==> config.mk <==
export PLATFORM = sky130hd
export DESIGN_NAME = prefix32sub_pipe_flat
export DESIGN_NICKNAME = d
export VERILOG_FILES = /design/src/rtl/prefix32sub_pipe_if.sv /design/src/rtl/prefix32sub_pipe.sv /design/src/flat_wrapper.sv
export SDC_FILE = /design/constraint.sdc
export NUM_CORES = 1
export LEC_CHECK = 0
export ABC_AREA = 0
export CELL_PAD_IN_SITES_DETAIL_PLACEMENT = 1
export CELL_PAD_IN_SITES_GLOBAL_PLACEMENT = 1
export CORE_MARGIN = 2
export CORE_UTILIZATION = 37
export CTS_CLUSTER_SIZE = 16
export DETAILED_ROUTE_END_ITERATION = 8
export HOLD_SLACK_MARGIN = 0.1
export PLACE_DENSITY_LB_ADDON = 0.1
export SYNTH_ARGS = -nofsm -noshare
export SYNTH_HDL_FRONTEND = slang
export SYNTH_SLANG_ARGS = --single-unit
==> constraint.sdc <==
create_clock -name clk -period 13.3 [get_ports clk]
set_input_delay 1.33 -clock clk [delete_from_list [all_inputs] [get_ports clk]]
set_output_delay 1.33 -clock clk [all_outputs]
set_load 0.03 [all_outputs]
==> src/rtl/prefix32sub_pipe_if.sv <==
// -----------------------------------------------------------------------------
// prefix32sub_pipe_if
// Operand/result bundle for the pipelined prefix subtractor.
//   master : drives in_valid, stall, a, b, bin; receives the result and flags
//   slave  : the subtractor side
// Optional feature macro: PREFIX_SUB_CMP_EN adds the compare outputs lt_u/lt_s.
// -----------------------------------------------------------------------------
interface prefix32sub_pipe_if #(
    parameter int WIDTH = 32
);
    logic             in_valid;
    logic             stall;
    logic [WIDTH-1:0] a;
    logic [WIDTH-1:0] b;
    logic             bin;
    logic             out_valid;
    logic [WIDTH-1:0] d;
    logic             bout;
    logic             zero;
    logic             neg;
    logic             ovf;
`ifdef PREFIX_SUB_CMP_EN
    logic             lt_u;
    logic             lt_s;
`endif

    modport master (
        output in_valid, stall, a, b, bin,
        input  out_valid, d, bout, zero, neg, ovf
`ifdef PREFIX_SUB_CMP_EN
        , input lt_u, lt_s
`endif
    );

    modport slave (
        input  in_valid, stall, a, b, bin,
        output out_valid, d, bout, zero, neg, ovf
`ifdef PREFIX_SUB_CMP_EN
        , output lt_u, lt_s
`endif
    );
endinterface

==> src/rtl/prefix32sub_pipe.sv <==
// -----------------------------------------------------------------------------
// prefix32sub_pipe
// 32-bit pipelined parallel-prefix subtractor: d = a - b - bin (mod 2^32),
// computed as a + ~b + ~bin through a 5-level Sklansky (Ladner-Fischer style)
// generate/propagate tree with one register stage per level.
// Ports:
//   clk   : rising-edge clock
//   reset : asynchronous, active-high; clears every pipeline register
//   bus   : prefix32sub_pipe_if.slave -- in_valid/stall/a/b/bin in,
//           out_valid/d/bout/zero/neg/ovf out (plus lt_u/lt_s, see below)
// Latency: an operation sampled at edge N is on the outputs after edge N+4.
// stall freezes every register, valid bits included; inputs during a stall
// are dropped.
// Optional feature macro: PREFIX_SUB_CMP_EN adds registered compare outputs
// lt_u = bout and lt_s = neg ^ ovf (meaningful when bin = 0).
// -----------------------------------------------------------------------------
module prefix32sub_pipe #(
    parameter int WIDTH = 32,
    parameter int LAT   = 5
) (
    input  logic                 clk,
    input  logic                 reset,
    prefix32sub_pipe_if.slave    bus
);

    // One in-flight slot: the running group generate/transmit terms plus the
    // per-bit propagate and sign bits that must stay aligned with them.
    typedef struct packed {
        logic             valid;
        logic             cin;
        logic             a_msb;
        logic             b_msb;
        logic [WIDTH-1:0] p;
        logic [WIDTH-1:0] g;
        logic [WIDTH-1:0] k;
    } stage_t;

    typedef struct packed {
        logic             valid;
        logic [WIDTH-1:0] d;
        logic             bout;
        logic             zero;
        logic             neg;
        logic             ovf;
`ifdef PREFIX_SUB_CMP_EN
        logic             lt_u;
        logic             lt_s;
`endif
    } result_t;

    // One Sklansky level: every bit whose index has bit 'lvl' set absorbs the
    // group term ending just below its 2^lvl-aligned block.
    function automatic stage_t prefix_level(input stage_t s, input int lvl);
        stage_t r;
        int     j;
        r = s;
        for (int i = 0; i < WIDTH; i++) begin
            if (((i >> lvl) & 1) == 1) begin
                j = ((i >> lvl) << lvl) - 1;
                r.g[i] = s.g[i] | (s.k[i] & s.g[j]);
                r.k[i] = s.k[i] & s.k[j];
            end
        end
        return r;
    endfunction

    stage_t           stage_d [LAT-1];
    stage_t           stage_q [LAT-1];
    stage_t           in_s;
    stage_t           fin_s;
    result_t          res_d;
    result_t          res_q;
    logic [WIDTH:0]   carry;
    logic [WIDTH-1:0] diff;

    // NOTE: every variable assigned in this block gets a value up front, so no
    // path leaves one unassigned and no latch is inferred.
    always_comb begin
        in_s       = '0;
        in_s.valid = bus.in_valid;
        in_s.cin   = ~bus.bin;
        in_s.a_msb = bus.a[WIDTH-1];
        in_s.b_msb = bus.b[WIDTH-1];
        in_s.p     = bus.a ^ ~bus.b;
        in_s.g     = bus.a & ~bus.b;
        in_s.k     = in_s.g | in_s.p;

        stage_d[0] = prefix_level(in_s, 0);
        for (int s = 1; s < LAT - 1; s++) begin
            stage_d[s] = prefix_level(stage_q[s-1], s);
        end

        // Last level, then fold the carry-in into the group terms.
        fin_s    = prefix_level(stage_q[LAT-2], LAT - 1);
        carry    = '0;
        carry[0] = fin_s.cin;
        for (int i = 0; i < WIDTH; i++) begin
            carry[i+1] = fin_s.g[i] | (fin_s.k[i] & fin_s.cin);
        end
        // p comes from the same slot as the carries, never from the live input.
        diff = fin_s.p ^ carry[WIDTH-1:0];

        res_d       = '0;
        res_d.valid = fin_s.valid;
        res_d.d     = diff;
        res_d.bout  = ~carry[WIDTH];
        res_d.zero  = fin_s.valid & (diff == '0);
        res_d.neg   = diff[WIDTH-1];
        res_d.ovf   = (fin_s.a_msb != fin_s.b_msb) && (diff[WIDTH-1] != fin_s.a_msb);
`ifdef PREFIX_SUB_CMP_EN
        res_d.lt_u  = ~carry[WIDTH];
        res_d.lt_s  = diff[WIDTH-1] ^ res_d.ovf;
`endif
    end

    // NOTE: state registers use non-blocking assignments so every stage
    // samples the previous stage's value from before this edge.
    // NOTE: the data fields are reset too, not just the valid bits, because the
    // outputs must read zero while reset is held.
    always_ff @(posedge clk or posedge reset) begin
        if (reset) begin
            for (int s = 0; s < LAT - 1; s++) begin
                stage_q[s] <= '0;
            end
            res_q <= '0;
        end else if (!bus.stall) begin
            for (int s = 0; s < LAT - 1; s++) begin
                stage_q[s] <= stage_d[s];
            end
            res_q <= res_d;
        end
    end

    assign bus.out_valid = res_q.valid;
    assign bus.d         = res_q.d;
    assign bus.bout      = res_q.bout;
    assign bus.zero      = res_q.zero;
    assign bus.neg       = res_q.neg;
    assign bus.ovf       = res_q.ovf;
`ifdef PREFIX_SUB_CMP_EN
    assign bus.lt_u      = res_q.lt_u;
    assign bus.lt_s      = res_q.lt_s;
`endif

endmodule
==> src/flat_wrapper.sv <==
// flat-port wrapper written by rule: the top's interface ports become plain ports
module prefix32sub_pipe_flat 
#(
    parameter int WIDTH = 32,
    parameter int LAT   = 5
)
  (clk, reset, bus_in_valid, bus_stall, bus_a, bus_b, bus_bin, bus_out_valid, bus_d, bus_bout, bus_zero, bus_neg, bus_ovf);
  prefix32sub_pipe_if #(.WIDTH(WIDTH)) bus_i ();
  input  logic clk;
  input  logic reset;
  input wire logic [$bits(bus_i.in_valid)-1:0] bus_in_valid;
  input wire logic [$bits(bus_i.stall)-1:0] bus_stall;
  input wire logic [$bits(bus_i.a)-1:0] bus_a;
  input wire logic [$bits(bus_i.b)-1:0] bus_b;
  input wire logic [$bits(bus_i.bin)-1:0] bus_bin;
  output wire logic [$bits(bus_i.out_valid)-1:0] bus_out_valid;
  output wire logic [$bits(bus_i.d)-1:0] bus_d;
  output wire logic [$bits(bus_i.bout)-1:0] bus_bout;
  output wire logic [$bits(bus_i.zero)-1:0] bus_zero;
  output wire logic [$bits(bus_i.neg)-1:0] bus_neg;
  output wire logic [$bits(bus_i.ovf)-1:0] bus_ovf;
  assign bus_i.in_valid = bus_in_valid;
  assign bus_i.stall = bus_stall;
  assign bus_i.a = bus_a;
  assign bus_i.b = bus_b;
  assign bus_i.bin = bus_bin;
  assign bus_out_valid = bus_i.out_valid;
  assign bus_d = bus_i.d;
  assign bus_bout = bus_i.bout;
  assign bus_zero = bus_i.zero;
  assign bus_neg = bus_i.neg;
  assign bus_ovf = bus_i.ovf;
  prefix32sub_pipe #(.WIDTH(WIDTH), .LAT(LAT)) u_core (.clk(clk), .reset(reset), .bus(bus_i));
endmodule
==> impl_metrics.yaml <==
status:
  status: "finished clean"
routing:
  viasPerCell: 4.836
  routedWlPerCell_um: 16.51
  first_pass_iters: 6
  vias: 10410
  wl_mm: 35.53
  drt_iter0_markers: 657
  drtAntennaViolNets: 0
  drc: 0
setup_path:
  critPathLaunchType: "input port"
  critical_path_required_ns: 13.74
  critical_path_class: "input port to register"
  critical_path.max_fanout: 145
  endpoint_kind: "register"
  rrSetupSlack_ns: 10.05
  r2r-start: "u_core.carry[0]$_DFFE_PP0N_"
  r2r_cells: 6
  arrival_ns: 4.18
  r2r-end: "u_core.bus.zero$_DFFE_PP0N_"
timing:
  worst_slew_pin_slew_ns: 1.027
  rsz0062_at_grt: "false"
  maxSlewViolCount: 0
  finalCritPeriodShare_pct: 28.09
  finalCriticalPeriod_ns: 3.736
  finClkSkew_ns: 0.01629
  setup_violations: 0
  tns_ns: 0
  max_freq_mhz: 267.7
  maxSlewHeadroom_pct: 31.51
  timing.final.hold_violations: 0
  fin_ws_ns: 9.564
global_routing:
  track_usage_pct: 14.45
  grt_pass1_wl_mm: 58.46
  grt_overflow: 0
  antenna_found_initial: 1
  grt_pass1_vias: 10870
  grt_max_degree: 178
placed_design:
  place_ws_ns: 8.896
  dp.final_hpwl_mm: 22.46
  place.gp.congestion: 0.6933
  io_buffers: 105
  dp.cells: 2064
finish:
  final_cells: 2152
  drive_gt1_share_pct: 21.47
  fin_nets: 1633
  antenna_cells: 0
  area_growth_syn_to_layout_pct: 17.83
synth:
  ys_seq_area_share_pct: 61.05
  syn_nets: 1540
  ys_ff_latch: 436
  synthesis.area_um2: 17870
  syn_inst: 1407
  synth.avg_cell_area_um2: 12.70
  yosysWarningCount: 0
  yosysUniqueCellTypes: 32
die:
  ioPinCount: 106
  core_area_um2: 47750
  num_rows: 80
  die-area_um2: 50070
  dieWidth_um: 223.8
  initial_utilization_pct: 37.43
  fp.dieH_um: 223.8
cts:
  htreeDepth: 2
  cts_setup_buffers: 0
  post_cts_resized: 0
  cts-buffers-inserted: 49
  clockBufferDepth: 3
  cts_sinks: 436
  clock_latency_ns: 0.56
  clk_pin_slew_ns: 0.06
  root_buffer: "clkbuf_16"
  cts_tree: "yes"
  cts_hold_buffers: 0
pwr:
  power.leakage_uw: 0.009687
  ir_worst_vdd_mv: 0.07730
  powerDensity_nw_per_um2: 174.2
  power_uw: 3668
worst_hold_path:
  min_path_cells: 2
  min_to: "u_core.stage_d[201]$_DFFE_PP0N_"
  hold_path.startpoint: "u_core.stage_d[201]$_DFFE_PP0N_"
  hp-class: "register to register"
flow_run:
  drv_cap: 0
[layout make-up]
cell class	count	area, um^2
Fill cell	4941	26690
Sequential cell	436	10910
Multi-Input combinational cell	802	6266
Inverter	96	364.1
Tap cell	615	769.5
Timing Repair Buffer	115	1156
Clock buffer	73	1456
Clock inverter	15	133.9
[worst max-delay path, stage by stage]
cell and delay (ns):
buf_8 0.57, buf_4 0.85, buf_4 0.88, nor2b_1 0.23, a22o_1 0.26
[state kept, by name (all words and copies together) (netlist names)]
| signal | flops |
|---|---|
| u_core.bus.out_valid | 1 |
| u_core.bus.d | 31 |
| u_core.fin_s | 67 |
| u_core.bus.zero | 1 |
| u_core.bus.neg | 1 |
| u_core.bus.bout | 1 |
| u_core.bus.ovf | 1 |
| u_core.stage_d | 204 |
| u_core.carry | 1 |
| u_core.stage_q | 128 |
[placed cells by master (no fill, tap or decap), drive strengths merged, types with 13 or more instances in the layout]
| master | instances |
|---|---|
| dfrtp | 436 |
| mux2 | 236 |
| nand2 | 144 |
| o21ai | 117 |
| clkdlybuf4s50 | 104 |
| a21oi | 96 |
| inv | 95 |
| clkbuf | 73 |
| ha | 64 |
| a22o | 39 |
| xor2 | 30 |
| o31ai | 16 |
| a21o | 14 |
| mux2i | 14 |
| nor2b | 13 |
[worst max-delay path by stage]
stage,cells after the start,end,start,slack (ns)
global route,5,u_core.stage_d[21]$_DFFE_PP0N_,bus_stall,9.24
detailed placement,5,u_core.stage_q[114]$_DFFE_PP0N_,bus_stall,8.90
global placement,5,u_core.stage_d[23]$_DFFE_PP0N_,bus_stall,8.92
CTS,5,u_core.stage_d[21]$_DFFE_PP0N_,bus_stall,9.48
finish,5,u_core.stage_d[21]$_DFFE_PP0N_,bus_stall,9.56
floorplan,1,u_core.bus.bout$_DFFE_PP0N_,reset,6.08
[kinds of logic (layout without fill, tap and decap cells)]
kind of cell,count (synthesis),count (layout),share of synthesized area [%]
adder cells (fa/ha/maj),64,64,4.481
flip-flops,436,436,61.05
AND/OR/NAND/NOR,171,171,3.998
AO/OA/AOI/OAI,285,285,9.361
XOR/XNOR,32,32,1.568
multiplexers,250,250,15.65
buffers and inverters,169,299,3.886
[Yosys cell counts]
cell type	n	share of area, %
nor4_1	1	0.035
nand4b_1	1	0.049
o21ai_0	117	3.3
nor2b_1	13	0.46
nand2b_1	1	0.035
o31ai_1	16	0.67
xnor2_1	2	0.098
mux2_2	236	15
buf_6	2	0.13
mux2i_1	14	0.78
inv_1	96	2.0
a32o_1	1	0.056
nand3b_1	1	0.042
buf_2	33	0.92
nor3b_1	1	0.042
buf_1	7	0.15
a21oi_1	92	2.6
ha_1	64	4.5
xor2_1	30	1.5
nor3_1	1	0.028
o211ai_1	1	0.042
dfrtp_1	436	61
nand2_1	144	3.0
nand4_1	6	0.21
a21oi_2	4	0.20
a21o_1	14	0.59
clkbuf_1	30	0.63
nor4b_1	1	0.049
a22o_1	39	1.9
nand3_1	1	0.028
buf_4	1	0.042
a211oi_1	1	0.042
[metrics by stage]
step / hold WS (ns) / util (%) / cell area [um^2]
floorplan: 0.4441 / - / 17870
global route: 0.5034 / 44.10 / 21060
finish: 0.4767 / 44.10 / 21060
CTS: 0.4812 / 44.10 / 21060
global placement: 0.4601 / 40.77 / 19470
detailed placement: 0.4655 / 40.77 / 19470
[per-layer routing]
metal  vias to the layer above  share of wire [%]  GRT usage, %
met5                         -                  0             0
met4                         0                1.9         4.387
met3                        45                3.3         2.492
met2                       123                 46         22.51
met1                      5242                 49         20.68
li1                       4998                  -             -
[report_power, final]
part / internal, uW / leakage (uW) / switching, uW / total, uW
clock network: 792 / 0.000788 / 531 / 1320
registers: 1560 / 0.00536 / 160 / 1720
logic: 293 / 0.00354 / 329 / 621
No activity file was read; power rests on OpenSTA's default activity.
